$ cat config.mk
export PLATFORM = sky130hd
export DESIGN_NAME = dibit_aggregate
export DESIGN_NICKNAME = d
export VERILOG_FILES = /design/src/rtl/dibit_aggregate.sv
export SDC_FILE = /design/constraint.sdc
export NUM_CORES = 1
export LEC_CHECK = 0
export ABC_AREA = 1
export CORE_MARGIN = 2
export CORE_UTILIZATION = 35
export DETAILED_ROUTE_END_ITERATION = 7
export HOLD_SLACK_MARGIN = 0.02
export SLEW_MARGIN = 20
export SYNTH_ARGS = -nofsm -noshare
export SYNTH_HDL_FRONTEND = slang
export SYNTH_SLANG_ARGS = --single-unit
$ cat constraint.sdc
create_clock -name clk -period 1.9 [get_ports clk]
set_input_delay 0.38 -clock clk [delete_from_list [all_inputs] [get_ports clk]]
set_output_delay 0.38 -clock clk [all_outputs]
set_load 0.005 [all_outputs]
$ cat src/rtl/dibit_aggregate.sv
// rtl/dibit_aggregate.sv - packs a serial 2-bit symbol stream into one 32-bit word per frame
//
// Purpose:
//   Collects the first OUT_W/IN_W dibits of each frame, MSB first, and presents
//   them as one word with a single-cycle valid pulse. A frame is a contiguous run
//   of cycles with axiiv high. Symbols after the word completes are dropped until
//   axiiv falls. Frames that end early are discarded silently.
//
// Ports:
//   clk    in   system clock, rising edge
//   rst    in   asynchronous active-high reset
//   axiiv  in   dibit valid, held high for the whole frame
//   axiid  in   IN_W-bit symbol, first received is most significant
//   axiov  out  one-cycle pulse, axiod holds a newly completed word
//   axiod  out  OUT_W-bit aggregated word, held until the next completion

module dibit_aggregate #(
    parameter int IN_W  = 2,
    parameter int OUT_W = 32
) (
    input  logic             clk,
    input  logic             rst,
    input  logic             axiiv,
    input  logic [IN_W-1:0]  axiid,
    output logic             axiov,
    output logic [OUT_W-1:0] axiod
);

    localparam int NSYM = OUT_W / IN_W;
    localparam int CW   = $clog2(NSYM);
    localparam logic [CW-1:0] LAST = CW'(NSYM - 1);

    logic [CW-1:0]    cnt_q,   cnt_d;
    logic [OUT_W-1:0] sr_q,    sr_d;
    logic             done_q,  done_d;
    logic             axiov_q, axiov_d;
    logic [OUT_W-1:0] axiod_q, axiod_d;
    logic [OUT_W-1:0] shifted;

    assign shifted = {sr_q[OUT_W-IN_W-1:0], axiid};

    always_comb begin
        cnt_d   = cnt_q;
        sr_d    = sr_q;
        done_d  = done_q;
        axiov_d = 1'b0;
        axiod_d = axiod_q;
        if (!axiiv) begin
            // Any idle cycle closes the frame; the last completed word stays visible.
            cnt_d  = '0;
            sr_d   = '0;
            done_d = 1'b0;
        end else if (!done_q) begin
            sr_d  = shifted;
            cnt_d = cnt_q + 1'b1;
            if (cnt_q == LAST) begin
                // Counter wraps to zero here; done_q blocks further counting this frame.
                axiod_d = shifted;
                axiov_d = 1'b1;
                done_d  = 1'b1;
            end
        end
    end

    always_ff @(posedge clk or posedge rst) begin
        if (rst) begin
            cnt_q   <= '0;
            sr_q    <= '0;
            done_q  <= 1'b0;
            axiov_q <= 1'b0;
            axiod_q <= '0;
        end else begin
            cnt_q   <= cnt_d;
            sr_q    <= sr_d;
            done_q  <= done_d;
            axiov_q <= axiov_d;
            axiod_q <= axiod_d;
        end
    end

    assign axiov = axiov_q;
    assign axiod = axiod_q;

endmodule

==> run_summary.xml, run 1 <==
<?xml version="1.0" encoding="UTF-8"?>
<metrics>
  <group name="timing">
    <metric name="tns" unit="ns">0</metric>
    <metric name="timing.final.max_slew_violations" unit="">0</metric>
    <metric name="hold_viol_final" unit="">0</metric>
    <metric name="timing.fmax" unit="GHz">0.624</metric>
    <metric name="timing.clock.skew" unit="ns">0.00838</metric>
    <metric name="timing.slew.headroom" unit="">0.765</metric>
    <metric name="final.hold.worst_slack" unit="ns">0.357</metric>
    <metric name="period_share" unit="">0.844</metric>
    <metric name="timing.final.crit_period" unit="ns">1.60</metric>
    <metric name="worst_slack" unit="ns">0.296</metric>
    <metric name="unrepaired_setup_endpoints_after_global_routing" unit="">no</metric>
    <metric name="tightest_slew" unit="ns">0.352</metric>
    <metric name="timing.final.setup_violations" unit="">0</metric>
  </group>
  <group name="detailed_routing">
    <metric name="post_drt_wl_per_cell" unit="µm">13.0</metric>
    <metric name="route.final.wire_length" unit="mm">5.38</metric>
    <metric name="ant_nets" unit="">0</metric>
    <metric name="drt-vias-per-instance" unit="">4.69</metric>
    <metric name="drt-initial-drc-count" unit="">108</metric>
    <metric name="drt_pass1_iterations" unit="">4</metric>
    <metric name="remaining_drc_errors" unit="">0</metric>
    <metric name="dr_total_vias" unit="">1940</metric>
  </group>
  <group name="yosys">
    <metric name="synth_area_leaders" unit="">sky130_fd_sc_hd__dfrtp_1 65%, sky130_fd_sc_hd__nand2_1 10%, sky130_fd_sc_hd__o21ai_0 6.9%</metric>
    <metric name="synth_nets" unit="">274</metric>
    <metric name="mappedNetlistArea" unit="µm²">2630</metric>
    <metric name="commonest_cells_in_the_synthesized_netlist" unit="">71 x sky130_fd_sc_hd__nand2_1, 68 x sky130_fd_sc_hd__dfrtp_1, 36 x sky130_fd_sc_hd__o21ai_0</metric>
    <metric name="dominantRegCellSynth" unit="">sky130_fd_sc_hd__dfrtp_1</metric>
    <metric name="yosysTopAreaCell" unit="">sky130_fd_sc_hd__dfrtp_1</metric>
    <metric name="seq_area_frac_synth" unit="">0.647</metric>
    <metric name="synth_seq_cells" unit="">68</metric>
    <metric name="synth_enable_flop_cells" unit="">0</metric>
    <metric name="synth_cell_type_count" unit="">19</metric>
    <metric name="yosysMostFrequentCell" unit="">sky130_fd_sc_hd__nand2_1</metric>
    <metric name="syn-instance-count" unit="">268</metric>
    <metric name="synth_area_per_cell" unit="µm²">9.81</metric>
    <metric name="yosysTopAreaCellShare" unit="">0.647</metric>
    <metric name="postSynth.asyncResetShare" unit="">1.00</metric>
    <metric name="yosysWarningCount" unit="">0</metric>
  </group>
  <group name="setup_path">
    <metric name="cp-end-kind" unit="">output pin</metric>
    <metric name="worst-path-max-fanout" unit="">2</metric>
    <metric name="worstPathArrival" unit="ns">1.22</metric>
    <metric name="cp_top_family" unit="">buffers and inverters</metric>
    <metric name="setup.worst_path.class" unit="">flip-flop to output pin</metric>
    <metric name="critical_path_slowest_stage_cell" unit="">sky130_fd_sc_hd__clkdlybuf4s50_1</metric>
    <metric name="startpoint_type" unit="">flip-flop</metric>
    <metric name="timing.critical_path.required" unit="ns">1.52</metric>
    <metric name="path_cells" unit="">clkdlybuf4s50_1</metric>
    <metric name="crit_path_max_incr_delay" unit="ns">0.51</metric>
    <metric name="crit_buf_inv" unit="">1</metric>
  </group>
  <group name="floorplan">
    <metric name="die-width" unit="µm">90.7</metric>
    <metric name="ioPinCount" unit="">38</metric>
    <metric name="chipHeight" unit="µm">90.7</metric>
    <metric name="std_cell_rows" unit="">31</metric>
    <metric name="floorplan.core_area" unit="µm²">7250</metric>
    <metric name="die_area" unit="µm²">8220</metric>
    <metric name="initial_core_util" unit="">0.363</metric>
  </group>
  <group name="clock_network">
    <metric name="postCtsResizedCells" unit="">0</metric>
    <metric name="clock_sink_count" unit="">68</metric>
    <metric name="htreeDepth" unit="">3</metric>
    <metric name="tritoncts" unit="">done</metric>
    <metric name="cts_buffer_count" unit="">9</metric>
    <metric name="cts_setup_buffers" unit="">0</metric>
    <metric name="cts-root-buf" unit="">sky130_fd_sc_hd__clkbuf_8</metric>
    <metric name="worst_setup_hold_path_clk_slew" unit="ns">0.07</metric>
    <metric name="clockBufferDepth" unit="">2</metric>
    <metric name="worstSkewPairLatency" unit="ns">0.34</metric>
    <metric name="post_cts_hold_buffer_count" unit="">0</metric>
  </group>
  <group name="power_and_ir_drop">
    <metric name="cellLeakagePower" unit="nW">1.61</metric>
    <metric name="total_power" unit="mW">2.84</metric>
    <metric name="power.density" unit="nW/µm²">844</metric>
    <metric name="vdd.ir_drop.worst" unit="mV">0.316</metric>
  </group>
  <group name="place">
    <metric name="detailedPlace.worstSlack" unit="ns">0.154</metric>
    <metric name="detailed_place.area" unit="µm²">3170</metric>
    <metric name="gpl.final_weighted_congestion" unit="">0.759</metric>
    <metric name="dpl.hpwl" unit="mm">3.49</metric>
    <metric name="port_buffers" unit="">37</metric>
  </group>
  <group name="flow_run">
    <metric name="max-cap-violations" unit="">0</metric>
  </group>
  <group name="global_routing">
    <metric name="grt_util_all_layers" unit="">0.144</metric>
    <metric name="first_global_vias" unit="">1943</metric>
    <metric name="grt_antenna_before_repair" unit="">0</metric>
    <metric name="grt_start_max_net_pins" unit="">40</metric>
    <metric name="gr-total-overflow" unit="">0</metric>
    <metric name="grt_first_pass_wirelength" unit="mm">9.30</metric>
  </group>
  <group name="finish">
    <metric name="final_nets" unit="">316</metric>
    <metric name="final_standard_cell_area_without_fillers" unit="µm²">3370</metric>
    <metric name="area_growth_syn_to_fin" unit="%">28.1</metric>
    <metric name="post_route_cells_drive_above_1_share" unit="">0.0857</metric>
    <metric name="layout.filler_cells" unit="">710</metric>
    <metric name="diodes" unit="">0</metric>
  </group>
  <group name="status">
    <metric name="status" unit="">complete, no violations</metric>
  </group>
  <group name="hold_path">
    <metric name="timing.hold.worst.class" unit="">input pin to async pin</metric>
  </group>
</metrics>
-- stage by stage --
step           std cells   util
2_1_floorplan        268      -
3_3_place_gp         398  0.437
3_5_place_dp         398  0.437
4_1_cts              414  0.464
5_1_grt              414  0.464
6_report             414  0.464
-- final cells by class --
class	instances	area [µm²]	share of cell area
Sequential cell	68	1700	0.505
Timing Repair Buffer	47	495	0.147
Tap cell	99	124	0.0368
Multi-Input combinational cell	153	731	0.217
Inverter	31	120	0.0357
Clock inverter	1	30.0	0.00892
Clock buffer	15	166	0.0494
-- cell usage in the layout, fill, tap and decap left out, types with 2 or more instances in the layout --
master	count
sky130_fd_sc_hd__inv_1	29
sky130_fd_sc_hd__clkbuf_1	4
sky130_fd_sc_hd__o21ai_0	36
sky130_fd_sc_hd__a21oi_1	3
sky130_fd_sc_hd__nand3_1	6
sky130_fd_sc_hd__dfrtp_1	68
sky130_fd_sc_hd__o22ai_1	26
sky130_fd_sc_hd__buf_4	6
sky130_fd_sc_hd__nand2_1	71
sky130_fd_sc_hd__o21ai_1	2
sky130_fd_sc_hd__nor2_1	4
sky130_fd_sc_hd__buf_12	4
sky130_fd_sc_hd__clkbuf_8	11
sky130_fd_sc_hd__clkdlybuf4s50_1	37
-- kinds of logic after synthesis --
| family | after synthesis | synth area share |
|---|---|---|
| adders and majority gates | 1 | 0.00476 |
| and+or+nand+nor | 85 | 0.133 |
| AOI/OAI and AO/OA | 67 | 0.140 |
| DFF | 68 | 0.647 |
| buffers and inverters | 47 | 0.0752 |
-- flip-flops by register name, indices dropped and copies added, names as in the netlist --
signal  count
cnt_q       4
axiov       1
axiod      32
done_q      1
sr_q       30
-- where the power goes --
part	switching, mW	leakage [nW]	internal (mW)
sequential	0.0316	0.943	1.48
combinational	0.0903	0.567	0.0598
clock	0.497	0.0979	0.681
total	0.619	1.61	2.22
-- worst paths after layout --
path / startpoint / end / slack, ns / cells after the start
setup / recovery: axiod[11] / axiod[11] / 0.30 / 1
hold / removal: rst / axiod[15] / 0.36 / 2
setup reg to reg: cnt_q[0] / axiod[28] / 0.52 / 5
hold reg to reg: sr_q[0] / axiod[2] / 0.48 / 2
max in group asynchronous: rst / axiod[31] / 1.07 / 3
min in group clk: sr_q[0] / axiod[2] / 0.48 / 2
-- layer usage --
layer / GRT usage / routed length, µm
met4: 0.0769 / 129
met3: 0.0376 / 221
met2: 0.210 / 2450
met1: 0.197 / 2580
met5: 0 / 0
(Power assumes the default switching activity.)
==> run 2: changes to the inputs <==
==> constraint.sdc (replaced) <==
create_clock -name clk -period 1.6 [get_ports clk]
set_input_delay 0.32 -clock clk [delete_from_list [all_inputs] [get_ports clk]]
set_output_delay 0.32 -clock clk [all_outputs]
set_load 0.005 [all_outputs]
==> run 2 against run 1 <==
Utilization increased by 0.17 points. Combinational power up 19%. Register-to-register slack worse by 0.31 ns. Count of clock-buffer cells in the layout down 2. Final cell count rose by 0.97%. Critical path depth unchanged. Highest routed layer unchanged. Flip-flop and latch count is the same.
==> run_summary.xml, run 2 (synthesized netlist as in run 1, its figures left out) <==
<?xml version="1.0" encoding="UTF-8"?>
<metrics>
  <group name="timing">
    <metric name="unrepaired_setup_endpoints_after_global_routing" unit="">no</metric>
    <metric name="timing.fmax" unit="GHz">0.653</metric>
    <metric name="hold_viol_final" unit="">0</metric>
    <metric name="timing.final.setup_violations" unit="">0</metric>
    <metric name="timing.final.crit_period" unit="ns">1.53</metric>
    <metric name="tightest_slew" unit="ns">0.353</metric>
    <metric name="timing.clock.skew" unit="ns">0.00813</metric>
    <metric name="timing.slew.headroom" unit="">0.764</metric>
    <metric name="timing.final.max_slew_violations" unit="">0</metric>
    <metric name="period_share" unit="">0.957</metric>
    <metric name="final.hold.worst_slack" unit="ns">0.425</metric>
  </group>
  <group name="clock_network">
    <metric name="clockBufferDepth" unit="">2</metric>
    <metric name="worst_setup_hold_path_clk_slew" unit="ns">0.07</metric>
    <metric name="post_cts_hold_buffer_count" unit="">0</metric>
    <metric name="cts_buffer_count" unit="">9</metric>
    <metric name="postCtsResizedCells" unit="">0</metric>
    <metric name="cts_setup_buffers" unit="">0</metric>
    <metric name="worstSkewPairLatency" unit="ns">0.33</metric>
    <metric name="htreeDepth" unit="">3</metric>
    <metric name="tritoncts" unit="">done</metric>
    <metric name="cts-root-buf" unit="">sky130_fd_sc_hd__clkbuf_8</metric>
    <metric name="clock_sink_count" unit="">68</metric>
  </group>
  <group name="place">
    <metric name="port_buffers" unit="">37</metric>
    <metric name="detailed_place.area" unit="µm²">3200</metric>
    <metric name="dpl.hpwl" unit="mm">3.48</metric>
    <metric name="gpl.final_weighted_congestion" unit="">0.700</metric>
    <metric name="dp.cells" unit="">403</metric>
  </group>
  <group name="status">
    <metric name="status" unit="">complete, no violations</metric>
  </group>
  <group name="setup_path">
    <metric name="timing.critical_path.required" unit="ns">1.28</metric>
    <metric name="worstPathArrival" unit="ns">1.21</metric>
    <metric name="crit_buf_inv" unit="">1</metric>
    <metric name="setup.worst_path.class" unit="">flip-flop to output pin</metric>
    <metric name="worst-path-max-fanout" unit="">2</metric>
    <metric name="cp_top_family" unit="">buffers and inverters</metric>
    <metric name="cp-end-kind" unit="">output pin</metric>
    <metric name="path_cells" unit="">clkdlybuf4s50_1</metric>
    <metric name="regToRegSetupSlack" unit="ns">0.21</metric>
    <metric name="crit_path_max_incr_delay" unit="ns">0.51</metric>
    <metric name="critical_path_slowest_stage_cell" unit="">sky130_fd_sc_hd__clkdlybuf4s50_1</metric>
    <metric name="startpoint_type" unit="">flip-flop</metric>
  </group>
  <group name="detailed_routing">
    <metric name="dr_total_vias" unit="">1939</metric>
    <metric name="remaining_drc_errors" unit="">0</metric>
    <metric name="ant_nets" unit="">0</metric>
    <metric name="route.final.wire_length" unit="mm">5.22</metric>
    <metric name="drt-initial-drc-count" unit="">139</metric>
    <metric name="post_drt_wl_per_cell" unit="µm">12.5</metric>
    <metric name="drt_pass1_iterations" unit="">4</metric>
    <metric name="drt-vias-per-instance" unit="">4.64</metric>
  </group>
  <group name="finish">
    <metric name="layout.filler_cells" unit="">709</metric>
    <metric name="layout.cells.most_common" unit="">sky130_fd_sc_hd__nand2_1</metric>
    <metric name="multi_input_area" unit="µm²">731</metric>
    <metric name="largest_register_ff_count" unit="">32</metric>
    <metric name="final_standard_cell_area_without_fillers" unit="µm²">3380</metric>
    <metric name="post_route_cells_drive_above_1_share" unit="">0.100</metric>
    <metric name="final_nets" unit="">321</metric>
    <metric name="final-instance-count-excl-fill" unit="">418</metric>
    <metric name="sequential_cell_area" unit="µm²">1700</metric>
    <metric name="area_growth_syn_to_fin" unit="%">28.5</metric>
    <metric name="most-common-layout-cells" unit="">71 x sky130_fd_sc_hd__nand2_1, 68 x sky130_fd_sc_hd__dfrtp_1, 37 x sky130_fd_sc_hd__clkdlybuf4s50_1, 36 x sky130_fd_sc_hd__o21ai_0, 29 x sky130_fd_sc_hd__inv_1</metric>
    <metric name="fin_util" unit="">0.466</metric>
    <metric name="diodes" unit="">0</metric>
  </group>
  <group name="power_and_ir_drop">
    <metric name="seqPwrFrac" unit="">0.543</metric>
    <metric name="sw_frac_of_total" unit="">0.220</metric>
    <metric name="vdd.ir_drop.worst" unit="mV">0.402</metric>
    <metric name="p_sw" unit="µW">729</metric>
    <metric name="clock_power_share" unit="">0.403</metric>
    <metric name="power.share.combinational" unit="">0.054</metric>
    <metric name="cellLeakagePower" unit="nW">1.62</metric>
    <metric name="intPower" unit="mW">2.58</metric>
    <metric name="power.density" unit="nW/µm²">980</metric>
  </group>
  <group name="global_routing">
    <metric name="grt_util_all_layers" unit="">0.139</metric>
    <metric name="grt_first_pass_wirelength" unit="mm">9.08</metric>
    <metric name="gr-total-overflow" unit="">0</metric>
    <metric name="grt_start_max_net_pins" unit="">69</metric>
    <metric name="first_global_vias" unit="">1950</metric>
    <metric name="grt_antenna_before_repair" unit="">0</metric>
  </group>
  <group name="floorplan">
    <metric name="ioPinCount" unit="">38</metric>
    <metric name="chipHeight" unit="µm">90.7</metric>
    <metric name="die-width" unit="µm">90.7</metric>
    <metric name="initial_core_util" unit="">0.363</metric>
    <metric name="std_cell_rows" unit="">31</metric>
    <metric name="die_area" unit="µm²">8220</metric>
    <metric name="floorplan.core_area" unit="µm²">7250</metric>
  </group>
  <group name="flow_run">
    <metric name="max-cap-violations" unit="">0</metric>
  </group>
  <group name="hold_path">
    <metric name="timing.hold.worst.class" unit="">input pin to async pin</metric>
  </group>
</metrics>
[run 2: cell count changes in the layout (fill, tap and decap cells not counted)]
cell,before,now
sky130_fd_sc_hd__clkbuf_1,4,3
sky130_fd_sc_hd__clkinv_2,0,1
sky130_fd_sc_hd__buf_4,6,12
sky130_fd_sc_hd__clkbuf_8,11,10
sky130_fd_sc_hd__buf_12,4,3
[run 2: per-layer routing]
metal | track usage | share of wire
met4 | 0.0808 | 0.027
met2 | 0.217 | 0.46
met3 | 0.0284 | 0.036
met5 | 0 | 0
met1 | 0.179 | 0.47
[run 2: layout make-up]
class                           count  area share
Clock buffer                       13      0.0440
Clock inverter                      2      0.0104
Sequential cell                    68       0.503
Multi-Input combinational cell    153       0.216
Inverter                           31      0.0355
Timing Repair Buffer               52       0.154
Tap cell                           99      0.0366
[run 2: path summary, 6_finish.rpt]
| check | depth (start not counted) | to | start |
|---|---|---|---|
| setup / recovery | 1 | axiod[11] | axiod[11] |
| setup reg to reg | 5 | axiod[5] | cnt_q[0] |
| hold reg to reg | 2 | axiod[2] | sr_q[0] |
| min in group clk | 2 | axiod[2] | sr_q[0] |
| hold / removal | 3 | sr_q[9] | rst |
| max in group asynchronous | 3 | axiod[27] | rst |
[run 2: through the flow]
| stage | power, mW | setup TNS (ns) | setup slack, ns |
|---|---|---|---|
| final | 3.31 | 0 | 0.0695 |
| after global routing | 3.46 | 0 | 0.0129 |
| after CTS | 3.35 | 0 | 0.0576 |
| after detailed placement | 2.01 | -0.0101 | -0.0101 |
| after global placement | 2.00 | 0 | 0.0469 |
| after floorplan | 1.95 | 0 | 0.394 |
[run 2: power groups by stage]
| stage | registers [mW] | logic (mW) | clock network, mW |
|---|---|---|---|
| global route | 1.81 | 0.205 | 1.45 |
| global placement | 1.83 | 0.178 | 0 |
| finish | 1.80 | 0.179 | 1.34 |
| CTS | 1.80 | 0.183 | 1.37 |
| detailed placement | 1.83 | 0.183 | 0 |
| floorplan | 1.82 | 0.123 | 0 |
==> run 3: changes to the inputs <==
--- a/config.mk
+++ b/config.mk
@@ -6,6 +6,7 @@
 export NUM_CORES = 1
 export LEC_CHECK = 0
 export ABC_AREA = 1
+export CAP_MARGIN = 30
 export CORE_MARGIN = 2
 export CORE_UTILIZATION = 35
 export DETAILED_ROUTE_END_ITERATION = 7
==> results of run 3 <==
No change in the layout: final DEF, timing and power equal those of run 2.
==> RTL change, RTL diff (settings of run 3) <==
Set the parameter `IN_W` to 1 (it was 2).
--- a/src/rtl/dibit_aggregate.sv
+++ b/src/rtl/dibit_aggregate.sv
@@ -15,7 +15,7 @@
 //   axiod  out  OUT_W-bit aggregated word, held until the next completion
 
 module dibit_aggregate #(
-    parameter int IN_W  = 2,
+    parameter int IN_W  = 1,
     parameter int OUT_W = 32
 ) (
     input  logic             clk,
Interface: changed (resized axiid); port bits go from 38 to 37. The function was not compared with the original's and may differ.
==> RTL change against run 3 <==
Non-clock buffer count is 4 lower. Count of clock-buffer cells in the layout decreased by 2. First-iteration DRC count decreased by 59%. Wire length is 8.5% lower. Global-route usage shrank 1.2 points. Worst setup slack worse by 0.0044 ns. Total power grew 2.3%. Sequential cell count up 2. Design area up 0.89%. Synthesized area grew 4.0%. Largest power group unchanged. Highest routed layer unchanged.
==> RTL change: results (changes against run 3) <==
| Metric | Value |
|---|---|
| Htree depth | 3 (unchanged) |
| RD Place Congestion | 0.709 (was 0.700) |
| Seq/Total Area, Yosys | 0.640 (was 0.647) |
| Num CTS Buffers | 9 (unchanged) |
| Vias in the first global route | 1801 (was 1950) |
| Clock skew | 0.00915 ns (was 0.00813 ns) |
| Max reg flops | 32 (unchanged) |
| Peak supply drop | 0.445 mV (was 0.402 mV) |
| Antenna violations before repair | 0 (unchanged) |
| CP Max Fanout | 2 (unchanged) |
| Worst R2R Path Depth | 8 (was 5) |
| Via density | 4.44 (was 4.64) |
| Post-synth net total | 250 (was 274) |
| Top delay family on crit path | buffers and inverters (unchanged) |
| N_diodes | 0 (unchanged) |
| Slowest CP cell | clkdlybuf4s50_1 (unchanged) |
| Worst skew pair latency | 0.33 ns (about the same) |
| Critical path's largest stage delay | 0.51 ns (about the same) |
| Main flop type after synthesis | dfrtp_1 (unchanged) |
| Reg2reg end | axiod[10] (was axiod[5]) |
| Clk buf depth | 2 (unchanged) |
| Pin count of the biggest net entering global routing | 71 (was 69) |
| Worst hold path class | primary input to async pin (unchanged) |
| DR WL/cell | 12.1 um (was 12.5 um) |
| Synth top area cells | dfrtp_1 64%, o21ai_2 7.4%, o22ai_1 7.1% (was dfrtp_1 65%, nand2_1 10%, o21ai_0 6.9%) |
| Worst slew margin | 0.755 (was 0.764) |
| P_leak | 1.50 nW (was 1.62 nW) |
| Fillers | 736 (was 709) |
| Overall Global Routing Usage | 0.127 (was 0.139) |
| DP Wirelength | 3090 um (was 3480 um) |
| Yosys warning total | 0 (unchanged) |
| Clock root cell | clkbuf_8 (unchanged) |
| First-pass GRT wire length | 8500 um (was 9080 um) |
| Worst-path clk slew | 0.07 ns (about the same) |
| Status | finished, final reports clean (unchanged) |
| Share of cells above drive strength 1 | 0.184 (was 0.100) |
| Reg2reg start | cnt_q[1] (was cnt_q[0]) |
| Drt pass-1 iters | 4 (unchanged) |
| Worst reg-to-reg setup slack | 0.13 ns (was 0.21 ns) |
| First-iteration detailed-routing DRC count | 57 (was 139) |
| I/O Buffers | 36 (was 37) |
| Crit path arrival time | 1.21 ns (about the same) |
| Asr flop ratio synth | 1.00 (unchanged) |
| Commonest cells post-synth | 70 x dfrtp_1, 43 x nand2_1, 37 x inv_1, 31 x o22ai_1, 23 x o21ai_2 (was 71 x nand2_1, 68 x dfrtp_1, 36 x o21ai_0, 30 x inv_1, 26 x o22ai_1) |
| Synth cell types | 19 (unchanged) |
| Nets | 295 (was 321) |
-- RTL change: stage by stage --
step,instance area (um2),worst slack [ns],cells,hold WS [ns],utilization
CTS,3400,0.0463,394,0.455,0.445
floorplan,2740,0.127,244,0.448,-
global placement,3210,0.0652,379,0.464,0.420
global route,3410,0.00390,395,0.470,0.446
detailed placement,3210,0.0416,379,0.467,0.420
finish,3410,0.0651,395,0.443,0.446
-- RTL change: report_power, final --
part | total [mW] | switching, mW | internal, mW
sequential | 1.83 | 0.0209 | 1.80
clock | 1.37 | 0.621 | 0.749
combinational | 0.194 | 0.109 | 0.0842
-- RTL change: cells by family after synthesis --
family,count (synthesis),synth area share
simple gates,53,0.0805
flops,70,0.640
fa+ha+maj,2,0.00914
compound gates,67,0.168
buf+inv,52,0.102
-- RTL change: timing repair --
action	in CTS	in global routing
hold buffers	0	0
buffers inserted	0	1
endpoints found under the setup margin	0	26
resized for setup	0	1
-- RTL change: per-layer routing --
layer,track usage,share of wire
met4,0.0448,0.011
met3,0.0391,0.041
met1,0.169,0.49
met2,0.197,0.46
met5,0,0
-- RTL change: final cells by class --
cell class                 count  area, um2  area share
clock inverter                 4       47.5      0.0139
sequential                    70       1750       0.514
multi-input combinational    122        708       0.208
inverter                      38        146      0.0429
tap                          102        128      0.0374
timing repair buffer          48        488       0.143
clock buffer                  11        141      0.0415
-- RTL change: worst max-delay path by stage --
stage	to	slack, ns	cells after the start	startpoint
final	axiod[10]	0.07	1	axiod[10]
after global routing	axiod[28]	0.004	8	cnt_q[1]
after CTS	axiod[30]	0.05	1	axiod[30]
after detailed placement	axiod[10]	0.04	5	axiiv
after global placement	axiod[27]	0.07	5	axiiv
after floorplan	axiod[1]	0.13	8	cnt_q[0]
-- RTL change: worst min-delay path: cells and delay by family --
family / cells / cell delay, ns
buf+inv: 3 / 0.85
